`config.mk`:
```
export PLATFORM = sky130hd
export DESIGN_NAME = bash_line_port
export DESIGN_NICKNAME = d
export VERILOG_FILES = /design/src/rtl/bash_io_pkg.sv /design/src/rtl/bash_line_buffer.sv /design/src/rtl/bash_line_port.sv
export SDC_FILE = /design/constraint.sdc
export NUM_CORES = 1
export LEC_CHECK = 0
export CORE_MARGIN = 10
export CORE_UTILIZATION = 40
export CTS_CLUSTER_SIZE = 28
export DETAILED_ROUTE_END_ITERATION = 7
export PLACE_DENSITY = 0.54
export SYNTH_ARGS = -nofsm -noshare
export SYNTH_HDL_FRONTEND = slang
export SYNTH_HIERARCHICAL = 1
export SYNTH_SLANG_ARGS = --single-unit
```
`constraint.sdc`:
```
create_clock -name clk -period 12.6 [get_ports clk]
set_clock_uncertainty 0.15 [all_clocks]
set_input_delay 3.78 -clock clk [delete_from_list [all_inputs] [get_ports clk]]
set_output_delay 3.78 -clock clk [all_outputs]
set_load 0.05 [all_outputs]
```
`src/rtl/bash_io_pkg.sv`:
```
// Shared definitions for the bash I/O line protocol endpoint.
// Contents:
//   state_e        - line port controller states
//   NUL/BS/CR      - control characters the port reacts to
//   PRINT_LO/HI    - inclusive range of printable keystrokes
//   LINE_MAX_DEF   - default line buffer depth
//   is_printable() - printable-range test
package bash_io_pkg;

    typedef enum logic [1:0] {
        PROMPT  = 2'd0,
        INPUT   = 2'd1,
        DELIVER = 2'd2,
        EXEC    = 2'd3
    } state_e;

    localparam logic [7:0] NUL      = 8'h00;
    localparam logic [7:0] BS       = 8'h08;
    localparam logic [7:0] CR       = 8'h0D;
    localparam logic [7:0] PRINT_LO = 8'h20;
    localparam logic [7:0] PRINT_HI = 8'h7E;

    localparam int LINE_MAX_DEF = 32;

    function automatic logic is_printable(input logic [7:0] c);
        return (c >= PRINT_LO) && (c <= PRINT_HI);
    endfunction

endpackage

```
`src/rtl/bash_line_buffer.sv`:
```
// Line buffer for the bash line port: an 8-bit x LINE_MAX register array.
// Ports:
//   clk, rst          - clock, asynchronous active-high reset
//   push, push_data   - append push_data at the end of the line (ignored when full)
//   backspace         - drop the last character (ignored when empty)
//   clear             - empty the line; wins over push/backspace
//   rd_idx            - read position
//   len               - number of stored characters
//   rd_data           - character at rd_idx, NUL at or past the end of the line
module bash_line_buffer
    import bash_io_pkg::*;
#(
    parameter int LINE_MAX = LINE_MAX_DEF,
    parameter int IDX_W    = $clog2(LINE_MAX + 1)
) (
    input  logic             clk,
    input  logic             rst,
    input  logic             push,
    input  logic [7:0]       push_data,
    input  logic             backspace,
    input  logic             clear,
    input  logic [IDX_W-1:0] rd_idx,
    output logic [IDX_W-1:0] len,
    output logic [7:0]       rd_data
);

    logic [IDX_W-1:0]      len_q;
    logic [IDX_W-1:0]      len_d;
    logic                  full;
    logic [LINE_MAX*8-1:0] cells_flat;

    assign full = (len_q == IDX_W'(LINE_MAX));
    assign len  = len_q;

    always_comb begin
        len_d = len_q;
        if (clear) begin
            len_d = '0;
        end else if (push && !full) begin
            len_d = len_q + IDX_W'(1);
        end else if (backspace && (len_q != '0)) begin
            len_d = len_q - IDX_W'(1);
        end
    end

    always_ff @(posedge clk or posedge rst) begin
        if (rst) begin
            len_q <= '0;
        end else begin
            len_q <= len_d;
        end
    end

    // One storage cell per character position; a push writes the cell at len.
    genvar gi;
    generate
        for (gi = 0; gi < LINE_MAX; gi++) begin : g_cell
            logic [7:0] cell_q;
            logic [7:0] cell_d;

            always_comb begin
                cell_d = cell_q;
                if (push && !full && !clear && (len_q == IDX_W'(gi))) begin
                    cell_d = push_data;
                end
            end

            always_ff @(posedge clk or posedge rst) begin
                if (rst) begin
                    cell_q <= NUL;
                end else begin
                    cell_q <= cell_d;
                end
            end

            assign cells_flat[gi*8 +: 8] = cell_q;
        end
    endgenerate

    // Stale characters beyond len are never exposed: the end of the line reads as NUL.
    always_comb begin
        rd_data = NUL;
        for (int i = 0; i < LINE_MAX; i++) begin
            if ((rd_idx == IDX_W'(i)) && (rd_idx < len_q)) begin
                rd_data = cells_flat[i*8 +: 8];
            end
        end
    end

endmodule

```
`src/rtl/bash_line_port.sv`:
```
// Terminal-side endpoint of the bash I/O line protocol.
// Collects keystrokes into a line, echoes them, hands the committed line to the
// app character by character, forwards the app's output lines to the screen and
// acknowledges the app's solved / require-line requests.
// Ports:
//   clk, rst                        - clock, asynchronous active-high reset
//   kb_valid, kb_ascii, kb_ready    - keystroke input
//   scr_valid, scr_ascii            - character strobe to the screen writer
//   scr_newline                     - newline strobe to the screen writer
//   scr_ready                       - screen writer can take a strobe
//   out_newASCII_ready, lineOut,
//   out_lineLen, lineOut_nextASCII  - input line offered to the app
//   in_newASCII_ready, lineIn,
//   lineIn_nextASCII                - output line offered by the app
//   in_solved, out_solved           - command finished / acknowledge
//   in_require_line, out_require_line - another line wanted / acknowledge
module bash_line_port
    import bash_io_pkg::*;
#(
    parameter int         LINE_MAX    = LINE_MAX_DEF,
    parameter int         LEN_W       = 13,
    parameter logic [7:0] PROMPT_CHAR = 8'h3E
) (
    input  logic             clk,
    input  logic             rst,
    input  logic             kb_valid,
    input  logic [7:0]       kb_ascii,
    output logic             kb_ready,
    output logic             scr_valid,
    output logic [7:0]       scr_ascii,
    output logic             scr_newline,
    input  logic             scr_ready,
    output logic             out_newASCII_ready,
    output logic [7:0]       lineOut,
    output logic [LEN_W-1:0] out_lineLen,
    input  logic             lineOut_nextASCII,
    input  logic             in_newASCII_ready,
    input  logic [7:0]       lineIn,
    output logic             lineIn_nextASCII,
    input  logic             in_solved,
    output logic             out_solved,
    input  logic             in_require_line,
    output logic             out_require_line
);

    localparam int IDX_W = $clog2(LINE_MAX + 1);

    state_e           state_q, state_d;
    logic [IDX_W-1:0] rd_idx_q, rd_idx_d;
    logic             scr_valid_q, scr_valid_d;
    logic [7:0]       scr_ascii_q, scr_ascii_d;
    logic             scr_newline_q, scr_newline_d;
    logic             ready_q, ready_d;
    logic             nxt_q, nxt_d;
    logic             solved_q, solved_d;
    logic             req_q, req_d;
    logic             nl_pend_q, nl_pend_d;
    logic             app_rdy_q, app_rdy_d;

    logic             buf_push, buf_bs, buf_clear;
    logic [IDX_W-1:0] len;
    logic [7:0]       rd_data;

    logic key_acc;
    logic is_cr;
    logic app_fall;
    logic nl_want;
    logic app_offer;
    logic req_slot;
    logic solved_go;
    logic require_go;
    logic deliver_done;

    bash_line_buffer #(
        .LINE_MAX (LINE_MAX),
        .IDX_W    (IDX_W)
    ) u_buf (
        .clk       (clk),
        .rst       (rst),
        .push      (buf_push),
        .push_data (kb_ascii),
        .backspace (buf_bs),
        .clear     (buf_clear),
        .rd_idx    (rd_idx_q),
        .len       (len),
        .rd_data   (rd_data)
    );

    assign key_acc      = (state_q == INPUT) && scr_ready && kb_valid;
    assign is_cr        = (kb_ascii == CR);
    assign deliver_done = (state_q == DELIVER) && lineOut_nextASCII && (rd_idx_q == len);

    // The app signals the end of its output line by dropping in_newASCII_ready;
    // that edge becomes a newline which stays pending until the screen is ready.
    assign app_fall  = app_rdy_q && !in_newASCII_ready;
    assign nl_want   = nl_pend_q || app_fall;
    assign app_offer = in_newASCII_ready && (lineIn != NUL);

    // Requests are only served once no screen traffic is outstanding.
    assign req_slot   = (state_q == EXEC) && !nl_want && !app_offer;
    assign solved_go  = req_slot && in_solved;
    assign require_go = req_slot && !in_solved && in_require_line;

    assign kb_ready           = (state_q == INPUT) && scr_ready;
    assign scr_valid          = scr_valid_q;
    assign scr_ascii          = scr_ascii_q;
    assign scr_newline        = scr_newline_q;
    assign out_newASCII_ready = ready_q;
    assign lineOut            = (state_q == DELIVER) ? rd_data : NUL;
    assign out_lineLen        = (state_q == DELIVER) ? LEN_W'(len) : '0;
    assign lineIn_nextASCII   = nxt_q;
    assign out_solved         = solved_q;
    assign out_require_line   = req_q;

    // State register
    always_ff @(posedge clk or posedge rst) begin
        if (rst) begin
            state_q <= PROMPT;
        end else begin
            state_q <= state_d;
        end
    end

    // Next-state logic
    always_comb begin
        state_d = state_q;
        unique case (state_q)
            PROMPT:  if (scr_ready) state_d = INPUT;
            INPUT:   if (key_acc && is_cr) state_d = DELIVER;
            DELIVER: if (deliver_done) state_d = EXEC;
            EXEC: begin
                if (solved_go) begin
                    state_d = PROMPT;
                end else if (require_go) begin
                    state_d = INPUT;
                end
            end
            default: state_d = PROMPT;
        endcase
    end

    // Output / datapath logic
    always_comb begin
        scr_valid_d   = 1'b0;
        scr_ascii_d   = NUL;
        scr_newline_d = 1'b0;
        ready_d       = ready_q;
        rd_idx_d      = rd_idx_q;
        nxt_d         = 1'b0;
        solved_d      = 1'b0;
        req_d         = 1'b0;
        nl_pend_d     = nl_pend_q;
        app_rdy_d     = in_newASCII_ready;
        buf_push      = 1'b0;
        buf_bs        = 1'b0;
        buf_clear     = 1'b0;

        unique case (state_q)
            PROMPT: begin
                if (scr_ready) begin
                    scr_valid_d = 1'b1;
                    scr_ascii_d = PROMPT_CHAR;
                end
            end
            INPUT: begin
                if (key_acc) begin
                    if (is_printable(kb_ascii)) begin
                        if (len != IDX_W'(LINE_MAX)) begin
                            buf_push    = 1'b1;
                            scr_valid_d = 1'b1;
                            scr_ascii_d = kb_ascii;
                        end
                    end else if (kb_ascii == BS) begin
                        if (len != '0) begin
                            buf_bs      = 1'b1;
                            scr_valid_d = 1'b1;
                            scr_ascii_d = BS;
                        end
                    end else if (is_cr) begin
                        scr_newline_d = 1'b1;
                        rd_idx_d      = '0;
                        ready_d       = 1'b1;
                    end
                end
            end
            DELIVER: begin
                // The pulse that consumes the terminator closes the offer.
                if (lineOut_nextASCII) begin
                    if (rd_idx_q == len) begin
                        ready_d = 1'b0;
                    end else begin
                        rd_idx_d = rd_idx_q + IDX_W'(1);
                    end
                end
            end
            EXEC: begin
                if (nl_want) begin
                    if (scr_ready) begin
                        scr_newline_d = 1'b1;
                        nl_pend_d     = 1'b0;
                    end else begin
                        nl_pend_d     = 1'b1;
                    end
                end else if (app_offer) begin
                    // Skipping the cycle after a consume gives the app time to
                    // present its next character.
                    if (scr_ready && !nxt_q) begin
                        scr_valid_d = 1'b1;
                        scr_ascii_d = lineIn;
                        nxt_d       = 1'b1;
                    end
                end else if (in_solved) begin
                    solved_d  = 1'b1;
                    buf_clear = 1'b1;
                end else if (in_require_line) begin
                    req_d     = 1'b1;
                    buf_clear = 1'b1;
                end
            end
            default: ;
        endcase
    end

    always_ff @(posedge clk or posedge rst) begin
        if (rst) begin
            rd_idx_q      <= '0;
            scr_valid_q   <= 1'b0;
            scr_ascii_q   <= NUL;
            scr_newline_q <= 1'b0;
            ready_q       <= 1'b0;
            nxt_q         <= 1'b0;
            solved_q      <= 1'b0;
            req_q         <= 1'b0;
            nl_pend_q     <= 1'b0;
            app_rdy_q     <= 1'b0;
        end else begin
            rd_idx_q      <= rd_idx_d;
            scr_valid_q   <= scr_valid_d;
            scr_ascii_q   <= scr_ascii_d;
            scr_newline_q <= scr_newline_d;
            ready_q       <= ready_d;
            nxt_q         <= nxt_d;
            solved_q      <= solved_d;
            req_q         <= req_d;
            nl_pend_q     <= nl_pend_d;
            app_rdy_q     <= app_rdy_d;
        end
    end

endmodule

```
==> flow_summary.toml <==
[outcome]
status = "finished, final reports clean"

[floorplan]
std_cell_rows = 70
boundaryPins = 60
die_area_um2 = 45580
fp.dieW_um = 213.5
die_h_um = 213.5
core-area_um2 = 36790
start_util_pct = 40.71

[job]
drv_cap = 0

[timing]
slew_headroom_pct = 20.59
rsz0062_at_grt = "no"
finalCriticalPeriod_ps = 9401
finalSetupTns_ps = 0
tightest_slew_ps = 1183
finalSetupViolations = 0
fin_crit_sh_pct = 74.61
finalHoldViolations = 0
fmax_ghz = 0.1064
finalMaxSlewViolations = 0

[route]
dr_wl_met2_mm = 20.56
routed_wl_mm = 46.08
drt-initial-drc-count = 866
drc = 0
dr_total_vias = 10750
wl_met1_mm = 21.09
routed_via_density = 5.988
dr_wl_met3_mm = 2.945
ant_nets = 0
wl_per_cell_um = 25.67
highest_layer = "met4"
first_pass_iters = 5

[worst_setup_path]
worstPathCellList = "clkdlybuf4s50_1 -> and2_1 -> clkdlybuf4s50_1"
reg2reg_slack_ps = 9030
critPathMaxFanout = 11
crit_slowest_cell = "clkdlybuf4s50_1"
cpPeakStageDelay_ps = 810
crit_path_end_kind = "output port"
cp.arrival_ps = 5470
reg2reg_to = "u_buf/g_cell[28].cell_q[6]"
critical_path_class = "input port to output port"
timing.critical_path.from = "scr_ready"
cp_data_required_time_ps = 8670
startpoint_type = "input port"
r2r_cells = 8
r2r_start = "state_q[1]"
critPathMostFrequentCell = "clkdlybuf4s50_1"
cp-endpoint = "kb_ready"

[global_routing]
grt_max_degree = 128
track_usage_pct = 20.03
antenna_found_initial = 0
grt_pass1_wl_mm = 69.38
grt_pass1_vias = 10680
grt.overflow.total = 0

[cts]
worstSkewPairLatency_ps = 510
post_cts_buffers = 0
clock_path_buffers = 3
numCtsBuffers = 34
cts_tree = "built"
cts_sinks = 286
clk_pin_slew_worst_paths_ps = 50
ctsHtreeMaxLevel = 2
ctsHoldBuffers = 0
clock-root-buffer = "clkbuf_16"
cts_resized = 0

[yosys]
synth_common_cells = "dfrtp_1, mux2_2, nand2_1"
yosys.area_share.simple_pct = 9.215
synth-edff-count = 0
synthAdderAreaFrac_pct = 1.420
yosysWarnings = 6
yosys_register_bits = 286
ys.flop_type = "dfrtp_1"
synthCells = 1279
synth_top_area_share_pct = 47.79
synth_top_family_by_area = "multiplexers"
seq_area_frac_synth_pct = 47.79
synth_top_area_cell = "dfrtp_1"
ys_top_cells_by_area = "dfrtp_1, mux2_2, mux4_2, nand2_1, a21oi_1"
syn_area_per_cell_um2 = 11.71
synthMuxAreaShare_pct = 24.50
syn-cell-area_um2 = 14980
synth_compound_area_share_pct = 12.74
ys_types = 98
yosys.area_share.xor_xnor_pct = 0.5848
async_flop_share_pct = 100.0
yosysMostFrequentCell = "dfrtp_1"

[final_layout]
final_util_pct = 45.98
nets = 1343
area_growth_pct = 12.94
fin_area_um2 = 16910
drive_gt1_share_pct = 29.62
nFillCells = 3398
fin_cells = 1795
antenna_cells = 0

[placement]
dpl_cell_area_um2 = 15800
dp_cells = 1734
place.gp.congestion = 0.8783
hpwlAfterDp_mm = 29.14
io_buffers = 52

[power]
leakage_nw = 7.738
irDropWorstVdd_mv = 0.09708
p_per_area_nw_per_um2 = 176.6

[hold_path]
hold_path_class = "flop to flop"
[per-layer routing]
metal  up-vias  GRT usage [%]
met1      5494          27.76
met5         -              0
met4         0          6.722
li1       4789              -
met3        95          3.825
met2       370          30.87
[per-stage QoR]
stage	setup slack, ps	hold slack (ps)	power [mW]
after floorplan	1458	320.1	1.736
after global placement	3219	329.4	1.998
after detailed placement	3213	335.4	2.004
after CTS	3205	348.8	2.996
after global routing	3162	356.2	3.121
final	3199	345.4	2.987
[critical path: cells and delay by family]
| family | cells | cell delay, ps |
|---|---|---|
| simple gates | 1 | 200 |
| buf+inv | 2 | 1490 |
[cell type report]
type / count / area (µm²) / share of cell area, %
multi-input cells: 886 / 7283 / 43.06
inverters: 20 / 82.58 / 0.4882
flip-flops and latches: 286 / 7164 / 42.36
repair buffers: 74 / 685.7 / 4.054
well taps: 468 / 585.6 / 3.462
clock inverters: 8 / 108.9 / 0.6436
clock buffers: 53 / 1003 / 5.933
[placed cells by master, fill, tap and decap left out, types with 22 or more instances in the layout]
| master | instances |
|---|---|
| a21oi_1 | 57 |
| buf_4 | 22 |
| clkbuf_16 | 35 |
| clkdlybuf4s50_1 | 52 |
| dfrtp_1 | 284 |
| mux2_2 | 266 |
| mux2i_1 | 26 |
| nand2_1 | 79 |
| nand3_1 | 24 |
| nor2_1 | 74 |
| o21ai_0 | 44 |
[state kept, by name, summed over array words and instances (netlist names)]
name                 flops
nl_pend_q                1
out_require_line         1
u_buf/g_cell.cell_q    256
rd_idx_q                 6
out_newASCII_ready       1
out_solved               1
lineIn_nextASCII         1
state_q                  2
scr_newline              1
u_buf/len                6
scr_ascii                8
scr_valid                1
app_rdy_q                1
[power breakdown]
part / switching, mW / internal [mW] / leakage (nW) / total [mW]
Sequential: 0.0833 / 0.982 / 3.96 / 1.07
Combinational: 0.627 / 0.313 / 3.23 / 0.940
Clock: 0.390 / 0.592 / 0.547 / 0.982
Total: 1.10 / 1.89 / 7.74 / 2.99
[cell families after synthesis]
group,count (synthesis)
flops,286
xor+xnor,10
buf+inv,113
mux,310
compound gates,263
simple gates,279
other cells,1
fa+ha+maj,17
[worst min-delay path by stage]
| stage | cells past startpoint | start | end | slack (ps) |
|---|---|---|---|---|
| floorplan | 1 | u_buf/g_cell[17].cell_q[6] | u_buf/g_cell[17].cell_q[6] | 320 |
| global placement | 1 | u_buf/g_cell[22].cell_q[0] | u_buf/g_cell[22].cell_q[0] | 330 |
| detailed placement | 1 | u_buf/g_cell[31].cell_q[4] | u_buf/g_cell[31].cell_q[4] | 340 |
| CTS | 1 | u_buf/g_cell[31].cell_q[4] | u_buf/g_cell[31].cell_q[4] | 350 |
| global route | 1 | u_buf/g_cell[22].cell_q[0] | u_buf/g_cell[22].cell_q[0] | 360 |
| finish | 1 | u_buf/g_cell[22].cell_q[0] | u_buf/g_cell[22].cell_q[0] | 350 |
No activity file was read; power rests on OpenSTA's default activity.
